$ cat src/rtl/relu_sched_pkg.sv
// ============================================================================
// relu_sched_pkg : shared types and constants for the ReLU channel scheduler
// Rev 1.0 - initial release
// ============================================================================
`default_nettype none

package relu_sched_pkg;

    typedef enum logic [1:0] {
        IDLE  = 2'd0,
        RUN   = 2'd1,
        DRAIN = 2'd2,
        DONE  = 2'd3
    } state_t;

    // Leaky slope is 1/8, implemented as an arithmetic right shift.
    localparam int LEAKY_SHIFT = 3;

endpackage

`default_nettype wire

$ cat src/rtl/relu_lane_array.sv
// ============================================================================
// relu_lane_array : combinational LANES-wide rectifier (LEAKY_RELU_EN selects leaky)
// Rev 1.0 - initial release
// ============================================================================
`default_nettype none

module relu_lane_array
    import relu_sched_pkg::*;
#(
    parameter int LANES      = 4,
    parameter int DATA_WIDTH = 16
) (
    input  logic [LANES*DATA_WIDTH-1:0] in_data,
    output logic [LANES*DATA_WIDTH-1:0] out_data
);

    generate
        for (genvar i = 0; i < LANES; i++) begin : g_lane
            logic [DATA_WIDTH-1:0] w_x;
            assign w_x = in_data[i*DATA_WIDTH +: DATA_WIDTH];
`ifdef LEAKY_RELU_EN
            assign out_data[i*DATA_WIDTH +: DATA_WIDTH] =
                w_x[DATA_WIDTH-1] ? DATA_WIDTH'($signed(w_x) >>> LEAKY_SHIFT) : w_x;
`else
            assign out_data[i*DATA_WIDTH +: DATA_WIDTH] =
                w_x[DATA_WIDTH-1] ? '0 : w_x;
`endif
        end
    endgenerate

endmodule

`default_nettype wire

$ cat src/rtl/relu_channel_scheduler.sv
// ============================================================================
// relu_channel_scheduler : streams a D-channel feature map through a shared
// ReLU lane array with a 2-entry result FIFO. Optional macro: LEAKY_RELU_EN.
// Rev 1.0 - initial release
// ============================================================================
`default_nettype none

module relu_channel_scheduler
    import relu_sched_pkg::*;
#(
    parameter  int W          = 28,
    parameter  int H          = 28,
    parameter  int D          = 6,
    parameter  int DATA_WIDTH = 16,
    parameter  int LANES      = 4,
    localparam int WPC        = W*H/LANES,
    localparam int NW         = WPC*D,
    localparam int AW         = $clog2(NW),
    localparam int CW         = $clog2(D),
    localparam int DWW        = LANES*DATA_WIDTH
) (
    input  logic           clk,
    input  logic           reset,
    input  logic           start,
    output logic           busy,
    output logic           done,
    output logic           rd_en,
    output logic [AW-1:0]  rd_addr,
    input  logic [DWW-1:0] rd_data,
    output logic           wr_en,
    output logic [AW-1:0]  wr_addr,
    output logic [DWW-1:0] wr_data,
    input  logic           wr_ready,
    output logic [CW-1:0]  ch_idx,
    output logic           ch_done
);

    localparam int             WCW         = (WPC > 1) ? $clog2(WPC) : 1;
    localparam logic [AW-1:0]  C_LAST_ADDR = AW'(NW - 1);
    localparam logic [WCW-1:0] C_LAST_WORD = WCW'(WPC - 1);
    localparam logic [CW-1:0]  C_LAST_CH   = CW'(D - 1);

    generate
        if ((W*H) % LANES != 0) begin : g_bad_lanes
            $error("relu_channel_scheduler: W*H must be a multiple of LANES");
        end
    endgenerate

    state_t         r_state, w_state_nxt;
    logic [AW-1:0]  r_rd_addr, r_pend_addr;
    logic           r_rd_pend;
    logic [AW-1:0]  r_fifo_addr [2];
    logic [DWW-1:0] r_fifo_data [2];
    logic           r_head, r_tail;
    logic [1:0]     r_count;
    logic [WCW-1:0] r_ch_word;
    logic [CW-1:0]  r_ch_idx;
    logic           r_ch_done;
    logic [DWW-1:0] w_rect;
    logic           w_start_ok, w_pop, w_push, w_rd_fire;
    logic [2:0]     w_occ;

    relu_lane_array #(
        .LANES      (LANES),
        .DATA_WIDTH (DATA_WIDTH)
    ) u_lanes (
        .in_data  (rd_data),
        .out_data (w_rect)
    );

    assign w_start_ok = (r_state == IDLE) && start;
    assign w_pop      = (r_count != 2'd0) && wr_ready;
    assign w_push     = r_rd_pend;
    // Credit counts both queued words and the read whose data lands next cycle.
    assign w_occ      = 3'(r_count) + 3'(r_rd_pend) - 3'(w_pop);
    assign w_rd_fire  = (r_state == RUN) && (w_occ < 3'd2);

    always_comb begin
        w_state_nxt = r_state;
        case (r_state)
            IDLE:    if (start) w_state_nxt = RUN;
            RUN:     if (w_rd_fire && (r_rd_addr == C_LAST_ADDR)) w_state_nxt = DRAIN;
            DRAIN:   if (!r_rd_pend && ((r_count - 2'(w_pop)) == 2'd0)) w_state_nxt = DONE;
            DONE:    w_state_nxt = IDLE;
            default: w_state_nxt = IDLE;
        endcase
    end

    always_ff @(posedge clk or negedge reset) begin
        if (!reset) r_state <= IDLE;
        else        r_state <= w_state_nxt;
    end

    always_ff @(posedge clk or negedge reset) begin
        if (!reset) begin
            r_rd_addr   <= '0;
            r_pend_addr <= '0;
            r_rd_pend   <= 1'b0;
        end else begin
            r_rd_pend <= w_rd_fire;
            if (w_start_ok) begin
                r_rd_addr <= '0;
            end else if (w_rd_fire) begin
                r_pend_addr <= r_rd_addr;
                if (r_rd_addr != C_LAST_ADDR) r_rd_addr <= r_rd_addr + AW'(1);
            end
        end
    end

    always_ff @(posedge clk or negedge reset) begin
        if (!reset) begin
            r_fifo_addr[0] <= '0;
            r_fifo_addr[1] <= '0;
            r_fifo_data[0] <= '0;
            r_fifo_data[1] <= '0;
            r_head         <= 1'b0;
            r_tail         <= 1'b0;
            r_count        <= 2'd0;
        end else begin
            if (w_push) begin
                r_fifo_addr[r_tail] <= r_pend_addr;
                r_fifo_data[r_tail] <= w_rect;
                r_tail              <= ~r_tail;
            end
            if (w_pop) r_head <= ~r_head;
            r_count <= r_count + 2'(w_push) - 2'(w_pop);
        end
    end

    // Channel tracking by word counter avoids dividing wr_addr by WPC.
    always_ff @(posedge clk or negedge reset) begin
        if (!reset) begin
            r_ch_word <= '0;
            r_ch_idx  <= '0;
            r_ch_done <= 1'b0;
        end else begin
            r_ch_done <= 1'b0;
            if (w_start_ok) begin
                r_ch_word <= '0;
                r_ch_idx  <= '0;
            end else if (w_pop) begin
                if (r_ch_word == C_LAST_WORD) begin
                    r_ch_word <= '0;
                    r_ch_done <= 1'b1;
                    r_ch_idx  <= (r_ch_idx == C_LAST_CH) ? '0 : r_ch_idx + CW'(1);
                end else begin
                    r_ch_word <= r_ch_word + WCW'(1);
                end
            end
        end
    end

    assign busy    = (r_state == RUN) || (r_state == DRAIN);
    assign done    = (r_state == DONE);
    assign rd_en   = w_rd_fire;
    assign rd_addr = r_rd_addr;
    assign wr_en   = (r_count != 2'd0);
    assign wr_addr = r_fifo_addr[r_head];
    assign wr_data = r_fifo_data[r_head];
    assign ch_idx  = r_ch_idx;
    assign ch_done = r_ch_done;

endmodule

`default_nettype wire

$ cat config.mk
export PLATFORM = sky130hd
export DESIGN_NAME = relu_channel_scheduler
export DESIGN_NICKNAME = d
export VERILOG_FILES = /design/src/rtl/relu_sched_pkg.sv /design/src/rtl/relu_lane_array.sv /design/src/rtl/relu_channel_scheduler.sv
export SDC_FILE = /design/constraint.sdc
export NUM_CORES = 1
export LEC_CHECK = 0
export BUFFER_PORTS_ARGS = -buffer_cell sky130_fd_sc_hd__buf_2
export CAP_MARGIN = 0
export CELL_PAD_IN_SITES_DETAIL_PLACEMENT = 0
export CELL_PAD_IN_SITES_GLOBAL_PLACEMENT = 1
export CORE_MARGIN = 1.5
export CORE_UTILIZATION = 25
export CTS_CLUSTER_SIZE = 28
export DETAILED_ROUTE_END_ITERATION = 10
export GPL_TIMING_DRIVEN = 0
export PLACE_DENSITY = 0.51
export SLEW_MARGIN = 20
export SYNTH_ARGS = -nofsm -noshare
export SYNTH_HDL_FRONTEND = slang
export SYNTH_HIERARCHICAL = 1
export SYNTH_SLANG_ARGS = --single-unit
$ cat constraint.sdc
create_clock -name clk -period 3 [get_ports clk]
set_input_delay 0 -clock clk [delete_from_list [all_inputs] [get_ports clk]]
set_output_delay 0 -clock clk [all_outputs]
set_load 0.01 [all_outputs]
=== Word-level counts from Yosys, hierarchy flattened ===
Cells that the tools add are included.

* Bits in registers: 191
* Input port bits: 68
* Output and inout bits: 94
* Word-level logic and storage cells: 93

* Add/subtract/negate cells: 8
* $lt $le $gt $ge: 4
* Equality and inequality tests: 10
* Multiplexer cells: 33
* Bitwise logic cells: 5
* Reduce and logical (&&, ||, !) cells: 19

{| class="wikitable"
|+ Operator list
! kind !! count
|-
| 64-bit two-way mux || 4
|-
| 128-bit bitwise mux || 1
|-
| 11-bit two-way mux || 7
|-
| 64-bit demux with 1-bit select || 1
|-
| 15-bit two-way mux || 4
|-
| 8-bit two-way mux || 3
|-
| 22-bit bitwise mux || 1
|-
| 3-bit two-way mux || 4
|-
| 11-bit by 1-bit adder with 11-bit output, second input constant || 1
|-
| 11-bit demux with 1-bit select || 1
|-
| 11-bit == test, second input constant || 1
|-
| 11-bit != test, second input constant || 1
|-
| 2-bit nonzero test || 5
|-
| 8-bit by 1-bit adder with 8-bit output, second input constant || 1
|-
| 8-bit == test, second input constant || 1
|-
| 2-bit one-hot mux with 4 select lines || 1
|-
| 1-bit logical AND || 6
|-
| 2-bit two-way mux || 3
|-
| 2-bit AND reduction || 3
|-
| 2-bit == test, second input constant || 2
|-
| 2-bit >= comparator, second input constant || 2
|-
| 2-bit zero test || 2
|-
| 2-bit != test, second input constant || 2
|-
| 1-bit NOT with 2-bit output || 2
|-
| other kinds (15) || 20
|}

=== Depth between registers and ports, before layout ===
* Depth in word-level cells: 8
* Gate-level depth with buffers: 11
* Gate-level depth less buffers: 8

=== Cells and area by module ===
Netlist, hierarchy kept.

{| class="wikitable"
|+ Modules (own cells, without submodules)
! module !! times used !! cells an instance !! area each (um^2) !! sequential area each (um^2)
|-
| relu_channel_scheduler || 1 || 592 || 8585.7 || 4779.6
|-
| relu_lane_array || 1 || 69 || 564.3 || 0.0
|}

=== Worst setup path after synthesis ===
OpenSTA, ideal clock, no wires.

* Path type: flip-flop to flip-flop
* Start point: reg r_count[1]
* End point: reg r_state[1]
* Library setup time: 0.128 ns
* Data arrival time: 2.369 ns
* Required time: 2.872 ns
* Slack: 0.503 ns
* Stages on the path, launching flop included: 10
* Path buffers: 1
* Period minus slack after synthesis: 2.497 ns
* Cell sequence: dfrtp_1 -> buf_6 -> nand3b_1 -> nand2_1 -> ha_1 -> fa_1 -> and4b_1 -> nand4_1 -> a221oi_2 -> mux2_1

* Longest elaborated chain between the ends: 8
* Elaborated cells on any way between the ends: 13
* Those cells by class: add/sub: 3; order compare: 1; eq/ne: 2; reduce/logical: 7

{| class="wikitable"
|+ Ends and longest elaborated chain
! what !! RTL line !! text
|-
| from (decl) || relu_channel_scheduler.sv:55 || <nowiki>logic [1:0] r_count;</nowiki>
|-
| from (signal assigned) || relu_channel_scheduler.sv:126 || <nowiki>r_count <= r_count + 2'(w_push) - 2'(w_pop);</nowiki>
|-
| parallel branches: the longest is 2 deep, another holds 2-bit by 1-bit adder with 3-bit output || n/a ||
|-
| 3-bit by 1-bit subtractor with 3-bit output (*) || relu_channel_scheduler.sv:75 || <nowiki>assign w_occ = 3'(r_count) + 3'(r_rd_pend) - 3'(w_pop);</nowiki>
|-
| via w_occ[1] || relu_channel_scheduler.sv:61 || <nowiki>logic [2:0] w_occ;</nowiki>
|-
| 3-bit by 2-bit < comparator with 1-bit output (*) || relu_channel_scheduler.sv:76 || <nowiki>assign w_rd_fire = (r_state == RUN) && (w_occ < 3'd2);</nowiki>
|-
| 1-bit logical AND (*) || relu_channel_scheduler.sv:76 ||
|-
| 1-bit logical AND (*) || relu_channel_scheduler.sv:82 || <nowiki>RUN: if (w_rd_fire && (r_rd_addr == C_LAST_ADDR)) w_state_nxt = DRAIN;</nowiki>
|-
| 2-bit by 1-bit != test with 1-bit output (no source line) (*) || n/a ||
|-
| 3-bit AND reduction (no source line) (*) || n/a ||
|-
| to (signal assigned) || relu_channel_scheduler.sv:91 || <nowiki>else r_state <= w_state_nxt;</nowiki>
|-
| to (decl) || relu_channel_scheduler.sv:49 || <nowiki>state_t r_state, w_state_nxt;</nowiki>
|}

Mark *: on every way through the listed nets, which the timed path passes.
A chain may end at the register's enable or synchronous reset.

=== Final worst setup path ===
Ends and elaborated chain as after synthesis.

==> flow_metrics.env <==
export IMPL_yosysWarnings=6
export IMPL_critPathRequiredTime_ps=3320
export IMPL_timing_final_crit_period_ps=2715
export IMPL_setup_slack_ps=284.7
export IMPL_cp_slowest_cell="fa_1"
export IMPL_hold_slack_ps=35.55
export IMPL_globalRoute_totalOverflow=0
export IMPL_critPathLaunchType="register"
export IMPL_path_max_fanout=7
export IMPL_fmax_ghz=0.3683
export IMPL_numPortBuffers=161
export IMPL_rsz0062_at_grt="no"
export IMPL_min_delay_path_class="in2reg"
export IMPL_clock_sinks=191
export IMPL_setup_viol=0
export IMPL_post_cts_setup_buffers=0
export IMPL_clock_path_buffers=2
export IMPL_via_per_inst=4.276
export IMPL_cts_buffers=17
export IMPL_finalWeightedCongestion=0.7114
export IMPL_clock_root_buffer="clkbuf_16"
export IMPL_synth_edf_count=0
export IMPL_initial_core_util=0.2554
export IMPL_ant_nets=0
export IMPL_avgSynthCellArea_um2=13.84
export IMPL_critPathMaxStageDelay_ps=480
export IMPL_final_common_cell="mux2_2"
export IMPL_clk_latency_ps=440
export IMPL_max_slew_margin=0.3965
export IMPL_fin_nets=985
export IMPL_syn2layout_area_growth_pct=28.62
export IMPL_cts_tree="built"
export IMPL_cp_buffers_inverters=1
export IMPL_antennaDiodeCount=0
export IMPL_fin_crit_sh=0.9051
export IMPL_power_density_nw_per_um2=921.0
export IMPL_yosys_area_top_type="dfrtp_1"
export IMPL_syn_inst=661
export IMPL_grt_start_max_net_pins=72
export IMPL_nFillCells=3616
export IMPL_cts_resized=0
export IMPL_ys_ff_latch=191
export IMPL_boundaryPins=162
export IMPL_dp_hpwl_mm=16.11
export IMPL_grt_use_total=0.1279
export IMPL_cp_top_family="simple AND/OR/NAND/NOR gates"
export IMPL_wire_per_inst_um=16.71
export IMPL_clock_skew_ps=10.30
export IMPL_core_area_um2=35830
export IMPL_htree_levels=4
export IMPL_yosys_area_top_type_share=0.5224
export IMPL_leakagePower_nw=5.693
export IMPL_end_kind="register"
export IMPL_hold_viol_final=0
export IMPL_worstMarginPinSlew_ps=905.2
export IMPL_rows=69
export IMPL_post_place_ws_ps=295.4
export IMPL_grt_pass1_wl_mm=37.07
export IMPL_dpl_instance_area_um2=10610
export IMPL_antenna_found_initial=0
export IMPL_grt_pass1_vias=6340
export IMPL_synth_cell_type_count=54
export IMPL_die_area_um2=37760
export IMPL_slew_violations=0
export IMPL_status="complete, no violations"
export IMPL_worstSetupPathType="reg2reg"
export IMPL_drt_initial_drc_count=102
export IMPL_routed_wl_mm=23.05
export IMPL_netlist_area_um2=9150
export IMPL_dieHeight_um=194.3
export IMPL_drt_first_pass_iters=6
export IMPL_arrival_ps=3030
export IMPL_max_vdd_ir_drop_uv=417.8
export IMPL_multi_input_comb_area_um2=4121
export IMPL_clk_pin_slew_worst_paths_ps=70
export IMPL_synthFlopType="dfrtp_1"
export IMPL_drcViolationCount=0
export IMPL_die_w_um=194.3
export IMPL_most_common_layout_cells="mux2_2 (227), dfrtp_1 (191), buf_2 (178)"
export IMPL_ys_seq_area_frac=0.5224
export IMPL_ctsHoldBuffers=61
export IMPL_timing_max_cap_violations=0
export IMPL_async_flop_share=1.000
export IMPL_path_cells="buf_6 -> nand3b_1 -> nand2_1 -> ha_1 -> fa_1 -> and4b_1 -> nand4_1 -> a221oi_2 -> mux2_1"
export IMPL_final_area_um2=11770
export IMPL_vias=5897
export IMPL_drive_above_1_share=0.5545
export IMPL_synth_area_leaders="dfrtp_1 (52%), mux2_2 (28%), nor2b_2 (2.7%)"
export IMPL_seqCellArea_um2=4780
[cell families after synthesis]
group / after synthesis / synth area share
other cells: 1 / 0.0004098
compound gates: 25 / 0.01983
simple gates: 136 / 0.1001
mux: 240 / 0.2992
fa+ha+maj: 10 / 0.01450
xor+xnor: 15 / 0.01518
buf+inv: 43 / 0.02844
flops: 191 / 0.5224
[registers in the layout, summed over array words and instances, names as in the netlist]
| signal | count |
|---|---|
| ch_done | 1 |
| ch_idx | 3 |
| r_ch_word | 8 |
| r_count | 2 |
| r_fifo_addr | 22 |
| r_fifo_data | 128 |
| r_head | 1 |
| r_pend_addr | 11 |
| r_rd_pend | 1 |
| r_state | 2 |
| r_tail | 1 |
| rd_addr | 11 |
[final cells by class]
| class | instances | area share |
|---|---|---|
| Buffer | 40 | 0.02116 |
| Tap cell | 461 | 0.04901 |
| Clock buffer | 18 | 0.03732 |
| Multi-Input combinational cell | 430 | 0.3502 |
| Timing Repair Buffer | 224 | 0.1259 |
| Clock inverter | 12 | 0.009356 |
| Sequential cell | 191 | 0.4061 |
| Inverter | 3 | 0.0009568 |
[through the flow]
stage	TNS [ps]	power, mW	util	instances
after floorplan	0	7.154	-	664
after global placement	-313360	8.693	0.2943	1286
after detailed placement	0	8.747	0.2961	1288
after CTS	0	11.09	0.3285	1379
after global routing	0	11.66	0.3285	1379
final	0	10.84	0.3285	1379
[where the power goes]
group          leakage [nW]  internal [mW]  switching, mW
Clock                 0.267           1.17           1.05
Sequential             2.47           3.52          0.501
Combinational          2.95           2.45           2.16
[synthesized netlist by cell type, types with 3 or more instances]
master,count
a21oi_1,9
a41o_1,3
and2_1,3
and2b_1,8
and2b_2,12
buf_1,4
buf_2,18
buf_4,4
buf_6,8
clkbuf_1,5
dfrtp_1,191
ha_1,9
inv_1,3
mux2_2,227
mux2_4,10
nand2_1,16
nand3_1,8
nand4_1,5
nor2_1,18
nor2b_1,15
nor2b_2,28
nor4_1,3
o2111ai_1,3
o21ai_0,3
xnor2_1,7
xor2_1,7
[routing by layer]
metal	track usage	vias up	part of all wire	routed length (um)
met1	0.1729	2958	0.50	11470
met4	0.03125	0	0.0076	175
met3	0.03349	6	0.042	967
li1	-	2818	-	-
met2	0.2034	115	0.45	10430
met5	0	-	0	0
[worst reg2reg max path: stages, from the launching register on]
cell,delay (ps)
dfrtp_1,370
buf_6,130
nand3b_1,170
nand2_1,80
ha_1,200
fa_1,480
and4b_1,270
nand4_1,150
a221oi_2,390
mux2_1,360
[worst paths after layout]
check	startpoint	endpoint	slack (ps)	cells past startpoint
worst min register to register	r_ch_word[7]	r_ch_word[7]	480	1
max in group asynchronous	reset	r_fifo_addr[0]	2140	3
worst min-delay path	rd_data[20]	r_fifo_data[20]	40	3
worst max-delay path	r_count[1]	r_state[1]	280	9
worst max register to register	r_count[1]	r_state[1]	280	9
min in group asynchronous	reset	r_fifo_data[41]	90	2
Power figures use the tool's default switching activity.
